===== config.mk =====
export PLATFORM = sky130hd
export DESIGN_NAME = seq_mult
export DESIGN_NICKNAME = d
export VERILOG_FILES = /design/src/rtl/seq_mult.sv
export SDC_FILE = /design/constraint.sdc
export NUM_CORES = 1
export LEC_CHECK = 0
export CAP_MARGIN = 10
export CORE_MARGIN = 2
export CORE_UTILIZATION = 32
export CTS_BUF_LIST = sky130_fd_sc_hd__clkbuf_2
export CTS_CLUSTER_SIZE = 25
export DETAILED_ROUTE_END_ITERATION = 12
export GPL_TIMING_DRIVEN = 0
export SYNTH_ARGS = -nofsm -noshare
export SYNTH_HDL_FRONTEND = slang
export SYNTH_SLANG_ARGS = --single-unit

===== constraint.sdc =====
create_clock -name clk -period 2.58 [get_ports clk]
set_clock_uncertainty 0.05 [all_clocks]
set_input_delay 0.516 -clock clk [delete_from_list [all_inputs] [get_ports clk]]
set_output_delay 0.516 -clock clk [all_outputs]
set_load 0.01 [all_outputs]

===== src/rtl/seq_mult.sv =====
// seq_mult: radix-2 Booth sequential signed multiplier, one operation per reset release.
module seq_mult #(
  parameter int N = 32
) (
  input  logic             clk,
  input  logic             reset,
  input  logic [N-1:0]     multiplicand,
  input  logic [N-1:0]     multiplier,
  output logic [2*N-1:0]   product,
  output logic             done
);
  localparam int CW = $clog2(N + 1);
  typedef enum logic [1:0] {LOAD, RUN, DONE} state_t;
  state_t         state_q, state_d;
  logic [N:0]     a_q, a_d, m_q, m_d, a_sel;
  logic [N-1:0]   q_q, q_d;
  logic           q1_q, q1_d, done_q, done_d;
  logic [CW-1:0]  cnt_q, cnt_d;
  logic [2*N-1:0] product_q, product_d;
  assign a_sel = ({q_q[0], q1_q} == 2'b01) ? a_q + m_q :
                 ({q_q[0], q1_q} == 2'b10) ? a_q - m_q : a_q;
  always_comb begin
    state_d   = state_q;
    a_d       = a_q;
    m_d       = m_q;
    q_d       = q_q;
    q1_d      = q1_q;
    cnt_d     = cnt_q;
    product_d = product_q;
    done_d    = done_q;
    case (state_q)
      LOAD: begin
        m_d     = {multiplicand[N-1], multiplicand};
        q_d     = multiplier;
        a_d     = '0;
        q1_d    = 1'b0;
        cnt_d   = '0;
        state_d = RUN;
      end
      RUN: begin
        // one extra RUN cycle after the Nth iteration registers the result
        if (cnt_q == CW'(N)) begin
          state_d   = DONE;
          product_d = {a_q[N-1:0], q_q};
          done_d    = 1'b1;
        end else begin
          {a_d, q_d, q1_d} = {a_sel[N], a_sel, q_q};
          cnt_d            = cnt_q + 1'b1;
        end
      end
      default: state_d = DONE;
    endcase
  end
  always_ff @(posedge clk or negedge reset) begin
    if (!reset) begin
      state_q   <= LOAD;
      a_q       <= '0;
      m_q       <= '0;
      q_q       <= '0;
      q1_q      <= 1'b0;
      cnt_q     <= '0;
      product_q <= '0;
      done_q    <= 1'b0;
    end else begin
      state_q   <= state_d;
      a_q       <= a_d;
      m_q       <= m_d;
      q_q       <= q_d;
      q1_q      <= q1_d;
      cnt_q     <= cnt_d;
      product_q <= product_d;
      done_q    <= done_d;
    end
  end
  assign product = product_q;
  assign done    = done_q;
endmodule


## Word-level counts from Yosys, hierarchy flattened

Index checks and enable logic that the tools add are counted.

| word-level totals | value |
|---|---|
| flip-flop bits (word level) | 171 |
| input bits | 66 |
| output and inout bits | 65 |
| word-level logic and storage cells | 33 |

| cells by class | value |
|---|---|
| $add $sub $neg | 3 |
| eq/ne operators | 6 |
| mux-type cells | 12 |
| reduce and logical (&&, ||, !) cells | 4 |

Operator list:

| cell | count |
|---|---|
| $mux W33 | 3 |
| $pmux W33 S2 | 1 |
| $pmux W32 S2 | 1 |
| $add A33 B33 Y33 | 1 |
| $sub A33 B33 Y33 | 1 |
| $mux W32 | 1 |
| $pmux W6 S2 | 1 |
| $add A6 B1 Y6 const B | 1 |
| $eq A6 B6 Y1 const B | 1 |
| $mux W6 | 1 |
| $eq A2 B1 Y1 const B | 2 |
| $ne A2 B2 Y1 const B | 2 |
| $pmux W2 S2 | 1 |
| $reduce_and A2 Y1 | 2 |
| $eq A2 B2 Y1 const B | 1 |
| $logic_not A2 Y1 | 1 |
| $mux W2 | 1 |
| $pmux W1 S2 | 1 |
| $reduce_bool A2 Y1 | 1 |
| $mux W1 | 1 |

## Longest topological paths before layout

Gate-level depths: netlist (run 1).

| depth | value |
|---|---|
| depth after elaboration | 5 |
| gate-level depth with buffers | 12 |

## Least setup slack after synthesis (run 1)

No wires, ideal clock.

| timing | value |
|---|---|
| path kind | flip-flop to flip-flop |
| start | register a_q[0] |
| end | register a_q[25] |
| setup time | 126 ps |
| data arrival time | 2579 ps |
| slack | -175 ps |
| stages on the path, launching flop included | 13 |
| path buffers | 0 |
| clock period less this slack | 2755 ps |
| cell sequence | dfrtp_1 -> inv_1 -> ha_1 -> fa_1 -> nor2b_4 -> o311a_4 -> o211ai_4 -> a2111oi_4 -> o21ai_2 -> o21ai_2 -> a21oi_2 -> xnor2_1 -> a221o_1 |

| between the ends | value |
|---|---|
| cells in the longest elaborated chain, start to end | 5 |
| elaborated cells between the ends (all ways) | 6 |

RTL lines:

| element | line | text |
|---|---|---|
| from (decl) | 15 | `logic [N:0] a_q, a_d, m_q, m_d, a_sel;` |
| from (signal assigned) | 57 | `a_q <= '0;` |
| from (signal assigned) | 66 | `a_q <= a_d;` |
| $sub A33 B33 Y33 | 21 | `({q_q[0], q1_q} == 2'b10) ? a_q - m_q : a_q;` |
| $mux W33 | 21 |  |
| $mux W33 (*) | 20 | `assign a_sel = ({q_q[0], q1_q} == 2'b01) ? a_q + m_q :` |
| $mux W33 (*) | 42 | `if (cnt_q == CW'(N)) begin` |
| $pmux W33 S2 (*) | 31 | `case (state_q)` |

Mark *: on every way between the ends. The rest lies on a longest branch, timed or not. The select of a mux whose other input is x is not followed.
A chain may end at the register's enable or synchronous reset.

## Final worst setup path (run 1)

| timing | value |
|---|---|
| start | register m_q[0] |
| end | register a_q[31] |

| between the ends | value |
|---|---|
| cells in the longest elaborated chain, start to end | 5 |
| elaborated cells between the ends (all ways) | 6 |

RTL lines:

| element | line | text |
|---|---|---|
| from (decl) | 15 |  |
| from (signal assigned) | 67 | `m_q <= m_d;` |
| $sub A33 B33 Y33 | 21 |  |
| $mux W33 | 21 |  |
| $mux W33 (*) | 20 |  |
| $mux W33 (*) | 42 |  |
| $pmux W33 S2 (*) | 31 |  |

Marks and branches as above.

==> metrics.csv, run 1 <==
stage,metric,value,unit
global_routing,grt_antenna_before_repair,1,
synthesis,synth-async-reset-ratio,1.00,
timing,drv_slew,0,
finish,nNetsFinal,1610,
clocking,clk_latency,0.91,ns
power_and_ir_drop,leakagePower,6.02,nW
critical_path,crit_type,reg -> reg,
clocking,numCtsBuffers,17,
finish,multi_input_area,6980,sq um
global_routing,grtUsageTotal,0.207,
power_and_ir_drop,fin_total_pwr,15.4,mW
die,coreArea,34300,sq um
timing,slew_headroom,0.286,
synthesis,synth.avg_cell_area,8.88,sq um
clocking,cts_max_level,4,
global_routing,grt_pass1_wl,58500,um
synthesis,synth_area_leaders,"dfrtp_1, ha_1, mux2_2",
synthesis,synth_area_leader_cell,dfrtp_1,
die,std_cell_rows,68,
place,port_buffers,130,
synthesis,synth-seq-cells,170,
synthesis,synth_ff_type,dfrtp_1,
routing,drt_iter0_markers,859,
die,dieWidth,190,um
routing,drc,0,
timing,setup_viol,26,
place,dpl_cell_area,13000,sq um
critical_path,end_kind,register,
die,initial_utilization,0.323,
critical_path,cp.arrival,3.92,ns
synthesis,synth_top_area_frac,0.384,
routing,drt_pass1_iterations,5,
timing,tightest_slew,1.07,ns
global_routing,grt_use_met1,0.271,
synthesis,synth_nets,1381,
timing,timing.final.ws_setup,-0.569,ns
routing,ant_nets,0,
global_routing,grt_pass1_vias,10315,
finish,area_growth,33.1,%
clocking,path_clk_slew,0.30,ns
synthesis,yosysSeqAreaShare,0.384,
min_path,hp-class,in -> reg,
status,violations,negative setup slack,
timing,hold_viol,0,
die,pin_count,131,
global_routing,grt_use_met2,0.335,
finish,fill_cells,3352,
routing,routed_wl,37900,um
place,dp.cells,1833,
status,outcome,"finished, violations left",
timing,timing.final.crit_share,1.22,
run,maxCapViolations,0,
critical_path,crit_fanout,4,
die,die_y,190,um
critical_path,cp-start-kind,register,
finish,drive_gt1_frac,0.247,
timing,finalSetupTns,-7.16,ns
critical_path,cp.required,3.35,ns
power_and_ir_drop,peakVddDrop,545,uV
place,hpwl,26100,um
global_routing,grtUsageMet3,0.0469,
timing,maxClockFrequency,318,MHz
place,dp_slack,-0.761,ns
synthesis,synth_edf_count,0,
finish,design_area,14700,sq um
power_and_ir_drop,p_per_area,1040,nW/um^2
clocking,cts_tree,built,
synthesis,synth_cell_types,93,
synthesis,syn_inst,1247,
global_routing,globalRoute.totalOverflow,0,
finish,final_cells,1945,
clocking,clock-sinks,170,
finish,regArea,4280,sq um
routing,dr_total_vias,10536,
global_routing,grt_max_degree,89,
clocking,cts_root_buf,clkbuf_2,
global_routing,gr-max-usage-layer,met2,
timing,post-route-min-period,3.15,ns
clocking,clock_path_buffers,2,
place,gp_congestion,0.903,
timing,rsz0062_at_grt,true,
synthesis,synthesis.area,11100,sq um
routing,avgViaCountPerCell,5.42,
die,die-area,36100,sq um
routing,wl_per_cell,19.5,um
synthesis,yosys_warnings,0,
-- Yosys cell counts (5+ instances only) --
library cell	number
o21bai_1	10
ha_1	66
o21ai_1	9
nor2b_1	12
nand4_1	8
nand2_1	167
a22o_1	5
a21o_1	15
xor2_1	6
nand2b_1	14
o221ai_1	11
a211oi_1	7
and3_1	6
nor2_1	102
a21oi_1	84
nor3_1	27
mux2i_1	6
xnor2_1	21
nand3_1	19
o22ai_1	7
or3_1	5
buf_2	10
o211ai_1	12
o21ai_0	93
dfrtp_1	170
or2_2	5
clkbuf_1	56
a31oi_1	43
o22a_1	5
mux2_2	62
inv_1	60
buf_1	8
o31ai_1	9
-- layout by cell type (no fill, tap or decap), drive strengths merged, types with 7 or more instances in the layout --
cell	instances
dfrtp	170
nand2	167
clkdlybuf4s50	121
o21ai	104
nor2	103
buf	102
a21oi	87
inv	70
clkbuf	68
ha	66
mux2	62
a31oi	46
nor3	28
xnor2	21
nand3	19
a21o	15
o211ai	15
nand2b	14
nor2b	13
o221ai	11
o21bai	10
o31ai	10
a211oi	10
nand4	8
dlymetal6s2s	8
clkinv	8
o22ai	7
or2	7
-- stage by stage --
| step | util | hold WS [ns] |
|---|---|---|
| 2_1_floorplan | - | 0.170 |
| 3_3_place_gp | 0.379 | 0.407 |
| 3_5_place_dp | 0.380 | 0.410 |
| 4_1_cts | 0.410 | 0.00107 |
| 5_1_grt | 0.430 | 0.0128 |
| 6_report | 0.430 | 0.0787 |
-- power breakdown --
group	internal, mW	switching (mW)
clock network	0.316	1.16
logic	4.52	4.98
registers	3.59	0.814
-- final timing paths --
kind | slack (ns) | cells past startpoint | end | startpoint
max | -0.57 | 14 | a_q[31]$_DFFE_PN0P_ | m_q[0]$_DFFE_PN0P_
min | 0.08 | 3 | m_q[15]$_DFFE_PN0P_ | multiplicand[15]
max reg2reg | -0.57 | 14 | a_q[31]$_DFFE_PN0P_ | m_q[0]$_DFFE_PN0P_
min reg2reg | 0.46 | 1 | cnt_q[5]$_DFFE_PN0P_ | cnt_q[5]$_DFFE_PN0P_
max in group asynchronous | 1.43 | 3 | a_q[10]$_DFFE_PN0P_ | reset
min in group asynchronous | 0.11 | 2 | q_q[9]$_DFFE_PN0P_ | reset
-- cell type report --
cell class | count | share of cell area
multi-input combinational | 935 | 0.473
sequential | 170 | 0.290
timing repair buffer | 216 | 0.140
tap | 455 | 0.0386
buffer | 72 | 0.0249
inverter | 64 | 0.0164
clock inverter | 15 | 0.0105
clock buffer | 17 | 0.00577
antenna | 1 | 0.000170
-- repair_timing --
item                       in CTS  in global routing
cloned                          0                  0
setup endpoints to repair      56                 86
hold endpoints to repair       89                  3
buffers inserted               48                 32
gates resized for setup       129                110
hold buffers                    3                  3
pin swaps                      55                 52
-- worst max-delay path, cell delays in order, from the launching register on --
cell and delay [ns]:
dfrtp_2 0.51, buf_6 0.13, ha_4 0.15, inv_2 0.05, fa_2 0.21, o21ba_4 0.17
nor4_4 0.05, o311a_4 0.33, o211ai_4 0.22, a211oi_4 0.10, buf_6 0.15, a211oi_4 0.39
nor2_2 0.09, a311o_1 0.38, o311ai_1 0.09
-- state kept, by name, indices dropped and copies added, names as in the netlist --
signal and cells:
cnt_q 6, done 1, q_q 32, product 64, q1_q 1, m_q 32
state_q 2, a_q 32
-- layer usage --
layer,up-vias,routed length [um]
li1,4911,-
met1,5197,16400
met2,353,17700
met3,75,2610
met4,0,1100
met5,-,0
-- cells by family (layout without fill, tap and decap cells) --
family,count (synthesis),count (layout),share of synthesized area
compound gates,380,380,0.235
simple gates,392,392,0.161
flops,170,170,0.384
buf+inv,142,384,0.0520
other cells,0,1,0
xor+xnor,27,27,0.0213
mux,68,68,0.0685
fa+ha+maj,68,68,0.0782
No activity file was read; power rests on OpenSTA's default activity.
==> run 2, diff against run 1 <==
Settings changed: SKIP_CTS_REPAIR_TIMING set to 1.
==> metrics.csv, run 2 (synthesized netlist as in run 1, its figures left out) <==
stage,metric,value,unit,change
status,outcome,"finished, violations left",,
status,violations,negative setup slack,,
finish,final_common_cell,nand2_1,,
timing,tightest_slew,1.04,ns,-0.0235 ns
routing,drt_iter0_markers,720,,-16%
place,gp_congestion,0.903,,unchanged
timing,setup_viol,26,,unchanged
routing,drt_pass1_iterations,5,,unchanged
die,coreArea,34300,sq um,unchanged
clocking,clock-sinks,170,,unchanged
timing,slew_headroom,0.302,,+0.0158
critical_path,cp.arrival,3.88,ns,-0.04 ns
clocking,cts_tree,built,,
routing,routed_wl,36800,um,-2.7%
critical_path,r2r_slack,-0.53,ns,+0.04 ns
finish,final_cell_mix,"nand2_1, dfrtp_1, clkdlybuf4s50_1",,
power_and_ir_drop,p_per_area,1040,nW/um^2,-0.59%
min_path,hp-start,multiplicand[15],,
global_routing,grtUsageTotal,0.200,,-0.00711
critical_path,cp.required,3.35,ns,about the same
critical_path,crit_type,reg -> reg,,
timing,whs,0.0999,ns,+0.0212 ns
global_routing,grt_antenna_before_repair,1,,unchanged
routing,dr_total_vias,10367,,-1.6%
routing,avgViaCountPerCell,5.39,,-0.58%
timing,post-route-min-period,3.11,ns,-0.0424 ns
critical_path,r2r_start,a_q[0]$_DFFE_PN0P_,,
run,maxCapViolations,0,,unchanged
clocking,clock_path_buffers,2,,unchanged
clocking,path_clk_slew,0.32,ns,+0.02 ns
critical_path,critPathLaunch,a_q[0]$_DFFE_PN0P_,,
die,initial_utilization,0.323,,unchanged
finish,post-route-util,0.419,,-0.0110
critical_path,reg2regPathDepth,13,,-1
die,dieWidth,190,um,unchanged
timing,drv_slew,0,,unchanged
timing,finalSetupTns,-8.12,ns,-0.958 ns
critical_path,cp-start-kind,register,,
critical_path,end_kind,register,,
finish,largest_register_ffs,64,,unchanged
routing,drc,0,,unchanged
place,hpwl,26100,um,unchanged
die,pin_count,131,,unchanged
min_path,hp-class,in -> reg,,
routing,ant_nets,0,,unchanged
global_routing,grt_pass1_wl,56400,um,-3.5%
global_routing,globalRoute.totalOverflow,0,,unchanged
clocking,cts_root_buf,clkbuf_2,,
timing,hold_viol,0,,unchanged
clocking,cts_max_level,4,,unchanged
critical_path,rr_endpoint,a_q[27]$_DFFE_PN0P_,,
global_routing,grt_pass1_vias,9865,,-4.4%
power_and_ir_drop,leakagePower,5.89,nW,-2.2%
finish,fill_cells,3404,,+1.6%
critical_path,crit_fanout,5,,+1
clocking,numCtsBuffers,17,,unchanged
clocking,clk_latency,0.88,ns,-0.03 ns
finish,area_growth,29.7,%,
timing,timing.final.crit_share,1.20,,-0.0164
global_routing,grt_max_degree,89,,unchanged
timing,maxClockFrequency,322,MHz,+1.4%
timing,timing.final.ws_setup,-0.527,ns,+0.0424 ns
min_path,worstHoldEndpoint,m_q[15]$_DFFE_PN0P_,,
die,die-area,36100,sq um,unchanged
power_and_ir_drop,peakVddDrop,541,uV,-0.75%
place,port_buffers,130,,unchanged
place,dp_slack,-0.761,ns,unchanged
die,die_y,190,um,unchanged
timing,rsz0062_at_grt,true,,
die,std_cell_rows,68,,unchanged
finish,nNetsFinal,1590,,-1.2%
finish,drive_gt1_frac,0.217,,-0.0300
power_and_ir_drop,fin_total_pwr,14.9,mW,-3.1%
routing,wl_per_cell,19.1,um,-1.7%
min_path,holdPathStages,3,,unchanged
run 2: cell count changes in the layout (fill, tap and decap cells not counted), sizes merged:
cell	previous run	this run
buf	102	79
clkbuf	68	72
clkinvlp	1	3
clkdlybuf4s50	121	120
clkinv	8	7
dlygate4sd3	6	5
dlymetal6s2s	8	9
inv	70	69
run 2: worst max-delay path by stage:
stage	to	slack, ns	cells after the start
floorplan	a_q[25]$_DFFE_PN0P_	-0.09	11
CTS	a_q[5]$_DFFE_PN0P_	-0.81	9
finish	a_q[27]$_DFFE_PN0P_	-0.53	13
global route	a_q[27]$_DFFE_PN0P_	-0.65	13
global placement	m_q[18]$_DFFE_PN0P_	-6.52	1
detailed placement	a_q[5]$_DFFE_PN0P_	-0.76	9
run 2: final cells by class:
cell class	count	area [sq um]	share of cell area
clock inverter	15	155	0.0108
sequential	170	4270	0.297
buffer	72	368	0.0256
inverter	64	253	0.0176
clock buffer	17	85.1	0.00592
timing repair buffer	196	1880	0.131
tap	455	569	0.0396
multi-input combinational	935	6780	0.472
antenna	1	2.50	0.000174
run 2: routing by layer:
metal | wire (um) | track usage
met5 | 0 | 0
met4 | 742 | 0.0578
met3 | 2500 | 0.0485
met2 | 17100 | 0.321
met1 | 16500 | 0.266
run 2: worst max-delay path, cell delays in order (launching register included):
cell and delay (ns):
dfrtp_1 0.47, inv_2 0.07, ha_2 0.21, fa_2 0.40, nor2b_4 0.14, o311a_4 0.20, o211ai_4 0.14, a2111oi_4 0.36
buf_4 0.20, o21ai_4 0.08, a21oi_4 0.21, or3_1 0.13, a21oi_1 0.07, o41ai_2 0.33
run 2: report_power, final:
group	internal [mW]	total (mW)	switching, mW
clock	0.315	1.47	1.15
sequential	3.59	4.45	0.863
combinational	4.31	8.98	4.67
total	8.21	14.9	6.69
run 2: through the flow:
step	area (sq um)	instances
5_1_grt	14400	1925
3_3_place_gp	13000	1832
4_1_cts	13300	1865
2_1_floorplan	11100	1247
3_5_place_dp	13000	1833
6_report	14400	1925
==> run 3, diff against run 2 <==
Settings changed: CAP_MARGIN 10 to 20.
==> results of run 3 <==
No change in the layout: final DEF, timing and power equal those of run 2.
